## src/rtl/fnd_pkg.sv

```systemverilog
// Shared constants and helpers for the 4-digit common-anode FND display stage.
package fnd_pkg;

  localparam logic [7:0] SEG_0     = 8'hC0;
  localparam logic [7:0] SEG_1     = 8'hF9;
  localparam logic [7:0] SEG_2     = 8'hA4;
  localparam logic [7:0] SEG_3     = 8'hB0;
  localparam logic [7:0] SEG_4     = 8'h99;
  localparam logic [7:0] SEG_5     = 8'h92;
  localparam logic [7:0] SEG_6     = 8'h82;
  localparam logic [7:0] SEG_7     = 8'hF8;
  localparam logic [7:0] SEG_8     = 8'h80;
  localparam logic [7:0] SEG_9     = 8'h90;
  localparam logic [7:0] SEG_BLANK = 8'hFF;

  typedef logic [1:0] digit_idx_t;

  localparam logic MODE_SEC_MSEC = 1'b0;
  localparam logic MODE_HOUR_MIN = 1'b1;

  localparam int DP_BIT = 7;

  // Two decimal digits are all the display can show, so larger values saturate.
  function automatic logic [6:0] clamp99(input logic [6:0] v);
    return (v > 7'd99) ? 7'd99 : v;
  endfunction

  function automatic logic [3:0] tensOf(input logic [6:0] v);
    return 4'(v / 7'd10);
  endfunction

  function automatic logic [3:0] onesOf(input logic [6:0] v);
    return 4'(v % 7'd10);
  endfunction

endpackage

```

## src/rtl/fnd_decoder.sv

```systemverilog
// Combinational BCD digit + decimal point to active-low segment pattern.
module fnd_decoder
  import fnd_pkg::*;
(
  input  logic [3:0] i_digit,
  input  logic       i_dp_on,
  output logic [7:0] o_seg
);

  always_comb begin
    o_seg = SEG_BLANK;
    case (i_digit)
      4'd0:    o_seg = SEG_0;
      4'd1:    o_seg = SEG_1;
      4'd2:    o_seg = SEG_2;
      4'd3:    o_seg = SEG_3;
      4'd4:    o_seg = SEG_4;
      4'd5:    o_seg = SEG_5;
      4'd6:    o_seg = SEG_6;
      4'd7:    o_seg = SEG_7;
      4'd8:    o_seg = SEG_8;
      4'd9:    o_seg = SEG_9;
      default: o_seg = SEG_BLANK;
    endcase
    // An invalid digit stays fully dark, decimal point included.
    if (i_dp_on && (i_digit <= 4'd9)) o_seg[DP_BIT] = 1'b0;
  end

endmodule

```

## src/rtl/fnd_controller.sv

```systemverilog
// Time-multiplexed scanner for a 4-digit FND showing sec.msec or hour.min.
module fnd_controller
  import fnd_pkg::*;
#(
  parameter int CLK_FREQ_HZ = 100_000_000,
  parameter int SCAN_HZ     = 1000
) (
  input  logic       clk,
  input  logic       rst,
  input  logic       i_mode,
  input  logic [6:0] i_msec,
  input  logic [5:0] i_sec,
  input  logic [5:0] i_min,
  input  logic [4:0] i_hour,
  output logic [3:0] o_fnd_com,
  output logic [7:0] o_fnd_data
);

  // DIV must be at least 2 for the slot counter to be meaningful.
  localparam int DIV   = CLK_FREQ_HZ / SCAN_HZ;
  localparam int CNT_W = (DIV > 1) ? $clog2(DIV) : 1;

  logic [CNT_W-1:0] r_div_cnt;
  digit_idx_t       r_idx;
  logic             r_mode;

  logic       w_tick;
  logic [6:0] w_low;
  logic [6:0] w_high;
  logic [3:0] w_digit;
  logic       w_dp_on;
  logic [7:0] w_seg;

  assign w_tick = (r_div_cnt == CNT_W'(DIV - 1));

  assign w_low  = clamp99((r_mode == MODE_HOUR_MIN) ? {1'b0, i_min}  : i_msec);
  assign w_high = clamp99((r_mode == MODE_HOUR_MIN) ? {2'b00, i_hour} : {1'b0, i_sec});

  always_comb begin
    w_digit = 4'd0;
    case (r_idx)
      2'd0: w_digit = onesOf(w_low);
      2'd1: w_digit = tensOf(w_low);
      2'd2: w_digit = onesOf(w_high);
      2'd3: w_digit = tensOf(w_high);
      default: w_digit = 4'd0;
    endcase
  end

  // Separator sits left of digit 2; it blinks at 1 Hz only in hour.min mode.
  assign w_dp_on = (r_idx == 2'd2) &&
                   ((r_mode == MODE_SEC_MSEC) || (i_msec < 7'd50));

  fnd_decoder u_decoder (
    .i_digit (w_digit),
    .i_dp_on (w_dp_on),
    .o_seg   (w_seg)
  );

  // Mode is only taken at the frame boundary so a frame never mixes fields.
  always_ff @(posedge clk) begin
    if (rst) begin
      r_div_cnt  <= '0;
      r_idx      <= 2'd0;
      r_mode     <= MODE_SEC_MSEC;
      o_fnd_com  <= 4'b1111;
      o_fnd_data <= SEG_BLANK;
    end else begin
      r_div_cnt <= w_tick ? '0 : r_div_cnt + 1'b1;
      if (w_tick) r_idx <= r_idx + 2'd1;
      if (w_tick && (r_idx == 2'd3)) r_mode <= i_mode;
      o_fnd_com  <= ~(4'b0001 << r_idx);
      o_fnd_data <= w_seg;
    end
  end

endmodule

```

## config.mk

```make
export PLATFORM = sky130hd
export DESIGN_NAME = fnd_controller
export DESIGN_NICKNAME = d
export VERILOG_FILES = /design/src/rtl/fnd_pkg.sv /design/src/rtl/fnd_decoder.sv /design/src/rtl/fnd_controller.sv
export SDC_FILE = /design/constraint.sdc
export NUM_CORES = 1
export LEC_CHECK = 0
export ABC_AREA = 1
export CELL_PAD_IN_SITES_DETAIL_PLACEMENT = 0
export CELL_PAD_IN_SITES_GLOBAL_PLACEMENT = 1
export CORE_AREA = 2 2 88 90
export CTS_BUF_LIST = sky130_fd_sc_hd__clkbuf_2 sky130_fd_sc_hd__clkbuf_4 sky130_fd_sc_hd__clkbuf_8
export DETAILED_ROUTE_END_ITERATION = 8
export DIE_AREA = 0 0 90 92
export PLACE_DENSITY = 0.86
export SLEW_MARGIN = 20
export SYNTH_ARGS = -nofsm -noshare
export SYNTH_HDL_FRONTEND = slang
export SYNTH_HIERARCHICAL = 1
export SYNTH_SLANG_ARGS = --single-unit
```

## constraint.sdc

```tcl
create_clock -name clk -period 3.4 [get_ports clk]
set_input_delay 0.34 -clock clk [delete_from_list [all_inputs] [get_ports clk]]
set_output_delay 0.34 -clock clk [all_outputs]
set_load 0.02 [all_outputs]
```

==> results of run 1 <==
## power breakdown
part	switching, W	internal [W]
Clock	0.000149	0.000145
Combinational	0.000352	0.000343
Sequential	0.00000885	0.000407
## critical path, delay by kind of cell, from the launching register on
family | cells | cell delay (ns)
compound gates | 1 | 0.10
simple gates | 23 | 2.11
fa+ha+maj | 3 | 0.56
flops | 1 | 0.43
buf+inv | 2 | 0.23
## timing repair
action | in CTS | in global routing
hold buffers | 0 | 0
pin swaps | 26 | 27
setup buffers | 13 | 8
gates resized for setup | 43 | 39
gates cloned | 0 | 0
setup endpoints to repair | 8 | 8
## per-layer routing
layer  wire length (um)  up-vias  GRT usage (%)
li1                   -     1497              -
met1               2713     1271          18.05
met2               3624       25          31.39
met3                143       10          1.726
met4                 79        0          4.615
met5                  0        -              0
## cells in the mapped netlist, types with 3 or more instances
library cell | instances | area share (%)
nand3_2 | 5 | 2.0
o21ai_0 | 11 | 2.2
nand2_2 | 13 | 3.2
or2_2 | 9 | 2.2
mux2i_1 | 4 | 1.6
xor2_1 | 4 | 1.4
ha_1 | 15 | 7.5
nor3_1 | 8 | 1.6
dfxtp_1 | 32 | 25
nor2_1 | 28 | 4.2
nand2_1 | 128 | 19
inv_2 | 3 | 0.45
nor3b_1 | 3 | 0.90
a21oi_1 | 9 | 1.8
inv_1 | 52 | 7.8
o21ai_1 | 4 | 0.80
nand4_1 | 3 | 0.75
nand3_1 | 36 | 7.2
o21ai_2 | 5 | 1.7
## layout make-up
| class | count | area, um2 |
|---|---|---|
| clock buffers | 5 | 68.82 |
| flip-flops and latches | 32 | 646.9 |
| clock inverters | 3 | 23.77 |
| multi-input cells | 304 | 1933 |
| inverters | 56 | 230.2 |
| repair buffers | 118 | 989.7 |
| fillers | 720 | 3427 |
| well taps | 102 | 127.6 |
## final timing paths
check | depth (start not counted) | endpoint
worst max-delay path | 29 | o_fnd_data[3]
worst min-delay path | 1 | r_div_cnt[0]
worst max register to register | 29 | o_fnd_data[3]
worst min register to register | 1 | r_div_cnt[0]
## per-stage QoR
step	TNS, ns	total power, W	util (%)
2_1_floorplan	0	0.0007823	-
3_3_place_gp	-3.375	0.001002	47.36
3_5_place_dp	-4.251	0.001012	47.36
4_1_cts	-0.01603	0.001355	51.34
5_1_grt	-2.165	0.001516	53.98
6_report	-0.5267	0.001404	53.98
## flip-flops by register name, summed over array words and instances, names as in the netlist
signal / count
r_div_cnt: 17
r_mode: 1
o_fnd_com: 4
r_idx: 2
o_fnd_data: 8
## cell usage in the layout (no fill, tap or decap), types with 3 or more instances in the layout
cell type,synthesis,routed
dlygate4sd2_1,0,5
nand2_1,128,109
inv_1,52,41
o21ai_2,5,5
buf_4,0,77
clkbuf_8,0,5
clkdlybuf4s50_1,0,33
dfxtp_1,32,29
xor2_1,4,4
ha_1,15,6
nand3_1,36,25
nand2_4,1,12
nor3_1,8,8
o21ai_1,4,9
nand2_2,13,21
nor2_1,28,26
inv_2,3,10
or2_4,0,8
nor3b_1,3,3
nand3_2,5,15
ha_4,0,8
a21oi_1,9,9
o21ai_0,11,4
nand4_1,3,3
mux2i_1,4,4
## kinds of logic (layout without fill, tap and decap cells)
logic type | count (synthesis) | after routing
adders and majority gates | 15 | 15
buffers and inverters | 62 | 182
muxes | 4 | 4
AOI/OAI and AO/OA | 38 | 38
xor gates and xnor gates | 5 | 5
DFF | 32 | 32
and+or+nand+nor | 242 | 242
==> flow_metrics.py, run 1 <==
metrics = {
    "status": {
        "outcome": "finished with violations",
        "violations": "setup timing",
    },
    "detailed_routing": {
        "drt_iter0_drc": 79,
        "route.final.wire_length_um": 6560,
        "avgViaCountPerCell": 4.521,
        "ant_nets": 0,
        "drtPass1Iterations": 4,
        "drc": 0,
        "via_count": 2803,
        "wire_per_inst_um": 10.58,
    },
    "placement": {
        "dp_hpwl_um": 4975,
        "place.gp.congestion": 0.8331,
        "dpl-instance-area_um2": 3527,
        "portBuffers": 38,
        "dp_cells": 591,
        "place_ws_ns": -0.5849,
    },
    "clocking": {
        "h-tree-depth": 2,
        "cts_tree": "done",
        "clock_tree.root_cell": "clkbuf_8",
        "cts_num_sinks": 32,
        "insertion_delay_ns": 0.28,
        "cts_made_buffers": 5,
        "path_clk_slew_ns": 0.07,
        "clock_path_buffers": 2,
    },
    "logic_synthesis": {
        "ys_seq_elements": 32,
        "synth_flop_cell": "dfxtp_1",
        "synth_fp_nets": 440,
        "synth_cells": 398,
        "yosys.area_share.simple_pct": 44.05,
        "yosys_warnings": 6,
        "synthXorXnorAreaFrac_pct": 1.742,
        "syn_area_per_cell_um2": 6.316,
        "synth-edff-count": 0,
        "synth_cell_types": 39,
        "async_flop_share_pct": 0,
        "syn-cell-area_um2": 2514,
        "synthAdderAreaFrac_pct": 7.466,
        "synth_top_family_by_area": "simple AND/OR/NAND/NOR gates",
        "synth.area.mux_share_pct": 1.593,
        "synth_compound_area_share_pct": 9.358,
        "ys_seq_area_share_pct": 25.49,
    },
    "grt": {
        "grt_pass1_wl_um": 11180,
        "grt_overflow": 0,
        "antenna_found_initial": 0,
        "grt_start_max_net_pins": 16,
        "grt_pass1_vias": 2689,
        "grtUsageTotal_pct": 15.98,
    },
    "sta": {
        "worst_slack_ns": -0.1122,
        "final-setup-viol-count": 8,
        "finalHoldViolations": 0,
        "period_minus_slack_ns": 3.512,
        "whs_ns": 0.4636,
        "slew_viol_final": 0,
        "max_freq_mhz": 284.7,
        "slew_headroom_pct": 61.46,
        "finClkSkew_ns": 0.005620,
        "min_period_over_period_pct": 103.3,
        "rsz0062_at_grt": "true",
        "tightest_slew_ns": 0.5760,
    },
    "power": {
        "vdd_drop_max_v": 0.0001366,
        "p_leak_nw": 1.878,
        "powerDensity_nw_per_um2": 349.3,
    },
    "die": {
        "pin_count": 39,
        "die_area_um2": 8280,
        "initial_core_util_pct": 33.75,
        "row_count": 32,
        "die_y_um": 92,
        "die_x_um": 90,
        "coreArea_um2": 7447,
    },
    "setup_path": {
        "endpoint_kind": "flop",
        "critPathKind": "flop to flop",
        "cp_common_cell": "nand2_2",
        "critPathArrivalTime_ns": 3.69,
        "reg2reg_setup_slack_ns": -0.11,
        "cp.required_ns": 3.58,
        "slowest_delay_ns": 0.43,
        "worstSetupStartpointType": "flop",
        "cp-startpoint": "r_mode",
        "critPathSlowestCell": "dfxtp_4",
        "rr_startpoint": "r_mode",
        "cp_max_fo": 7,
    },
    "cells_and_area": {
        "final_nets": 559,
        "design_area_um2": 4020,
        "syn2layout_area_growth_pct": 59.93,
        "instances_no_fill": 620,
        "drive_gt1_share_pct": 35.91,
        "antenna_cells": 0,
    },
    "min_path": {
        "min_from": "r_div_cnt[0]",
        "hold_class": "flop to flop",
    },
    "flow_run": {
        "maxCapViolations": 0,
    },
}
(Power assumes the default switching activity.)
==> run 2, diff against run 1 <==
--- a/config.mk
+++ b/config.mk
@@ -12,7 +12,7 @@
 export CTS_BUF_LIST = sky130_fd_sc_hd__clkbuf_2 sky130_fd_sc_hd__clkbuf_4 sky130_fd_sc_hd__clkbuf_8
 export DETAILED_ROUTE_END_ITERATION = 8
 export DIE_AREA = 0 0 90 92
-export PLACE_DENSITY = 0.86
+export PLACE_DENSITY = 0.85
 export SLEW_MARGIN = 20
 export SYNTH_ARGS = -nofsm -noshare
 export SYNTH_HDL_FRONTEND = slang
==> run 2 against run 1 <==
- the flow still finishes with violations (setup timing)
- sequential share of layout area grew 0.35 points
- total power down 0.39%
- final cell count decreased by 1.3%
==> flow_metrics.py, run 2 (synthesis gave the netlist of run 1 again) <==
metrics = {
    "status": {
        "outcome": "finished with violations",
        "violations": "setup timing",
    },
    "cells_and_area": {
        "reg_top3": "r_div_cnt (17), o_fnd_data (8), o_fnd_com (4)",
        "final_nets": 551,
        "instances_no_fill": 612,
        "final_cell_mix": "nand2_1, buf_4, inv_1",
        "largest_reg_flops": 17,
        "nFillCells": 721,
        "antenna_cells": 0,
        "syn2layout_area_growth_pct": 56.50,
        "final_common_cell": "nand2_1",
        "largest-register": "r_div_cnt",
        "drive_gt1_share_pct": 35.10,
    },
    "sta": {
        "whs_ns": 0.4702,
        "min_period_over_period_pct": 102.8,
        "max_freq_mhz": 286.2,
        "slew_headroom_pct": 63.38,
        "rsz0062_at_grt": "true",
        "final-setup-viol-count": 8,
        "slew_viol_final": 0,
        "tightest_slew_ns": 0.5473,
        "finalHoldViolations": 0,
        "period_minus_slack_ns": 3.494,
        "finClkSkew_ns": 0.004793,
        "worst_slack_ns": -0.09446,
    },
    "die": {
        "row_count": 32,
        "pin_count": 39,
        "die_y_um": 92,
        "initial_core_util_pct": 33.75,
        "die_x_um": 90,
        "coreArea_um2": 7447,
        "die_area_um2": 8280,
    },
    "clocking": {
        "cts_tree": "done",
        "h-tree-depth": 2,
        "cts_made_buffers": 5,
        "path_clk_slew_ns": 0.07,
        "cts_hold_buf": 0,
        "clock_path_buffers": 2,
        "cts_num_sinks": 32,
        "clock_tree.root_cell": "clkbuf_8",
        "insertion_delay_ns": 0.29,
    },
    "setup_path": {
        "worstSetupStartpointType": "input port",
        "cp_common_cell": "nand2_2",
        "endpoint_kind": "flop",
        "critPathKind": "input port to flop",
        "slowest_delay_ns": 0.45,
        "critPathSlowestCell": "clkdlybuf4s50_1",
        "critPathArrivalTime_ns": 3.68,
        "cp.required_ns": 3.59,
        "cp_max_fo": 4,
    },
    "grt": {
        "antenna_found_initial": 0,
        "grt_start_max_net_pins": 16,
        "grt_pass1_vias": 2693,
        "grt_pass1_wl_um": 11010,
        "grt_overflow": 0,
        "grtUsageTotal_pct": 15.80,
    },
    "detailed_routing": {
        "drtPass1Iterations": 6,
        "drt_iter0_drc": 75,
        "avgViaCountPerCell": 4.525,
        "route.final.wire_length_um": 6412,
        "drc": 0,
        "ant_nets": 0,
        "via_count": 2769,
        "wire_per_inst_um": 10.48,
    },
    "min_path": {
        "hold_class": "flop to flop",
    },
    "flow_run": {
        "maxCapViolations": 0,
    },
    "placement": {
        "portBuffers": 38,
        "place_ws_ns": -0.5479,
        "place.gp.congestion": 0.8461,
        "dp_cells": 590,
        "dp_hpwl_um": 4998,
    },
    "power": {
        "vdd_drop_max_v": 0.0001403,
        "p_leak_nw": 1.811,
        "powerDensity_nw_per_um2": 355.6,
    },
}
run 2: area by class of cell:
type / count / area [um2] / share of cell area [%]
Clock buffer: 5 / 68.82 / 1.749
Inverter: 56 / 222.7 / 5.662
Multi-Input combinational cell: 304 / 1909 / 48.54
Clock inverter: 3 / 23.77 / 0.6043
Tap cell: 102 / 127.6 / 3.244
Sequential cell: 32 / 646.9 / 16.44
Timing Repair Buffer: 110 / 934.6 / 23.76
run 2: worst paths after layout:
check / start / endpoint / slack [ns] / depth (start not counted)
setup / recovery: i_min[4] / o_fnd_data[3] / -0.09 / 29
hold / removal: r_div_cnt[0] / r_div_cnt[0] / 0.47 / 1
setup reg to reg: r_mode / o_fnd_data[3] / -0.08 / 28
hold reg to reg: r_div_cnt[0] / r_div_cnt[0] / 0.47 / 1
run 2: critical path: cells and delay by family:
family / cells / cell delay [ns]
buffers and inverters: 2 / 0.51
and+or+nand+nor: 23 / 2.24
AOI/OAI and AO/OA: 1 / 0.06
adders and majority gates: 3 / 0.56
run 2: routing by layer:
| metal | vias up | wire, um | GRT usage [%] |
|---|---|---|---|
| met3 | 9 | 82 | 1.808 |
| met5 | - | 0 | 0 |
| li1 | 1496 | - | - |
| met2 | 18 | 3321 | 30.51 |
| met1 | 1246 | 2919 | 17.95 |
| met4 | 0 | 90 | 5.256 |
run 2: repair_timing:
item / in CTS / in global routing
setup buffers: 8 / 6
endpoints found under the setup margin: 8 / 8
pin swaps: 24 / 29
gates resized for setup: 32 / 40
run 2: stage by stage:
stage | total power [W] | TNS, ns | area, um2 | util [%]
floorplan | 0.0007823 | 0 | 2631 | -
global placement | 0.001001 | -3.371 | 3520 | 47.26
detailed placement | 0.001011 | -4.203 | 3520 | 47.26
CTS | 0.001352 | 0 | 3754 | 50.40
global route | 0.001502 | -2.126 | 3934 | 52.82
finish | 0.001399 | -0.4047 | 3934 | 52.82
run 2: where the power goes:
group | switching (W) | internal (W)
Sequential | 0.00000905 | 0.000407
Clock | 0.000151 | 0.000145
Combinational | 0.000353 | 0.000334
Total | 0.000513 | 0.000886
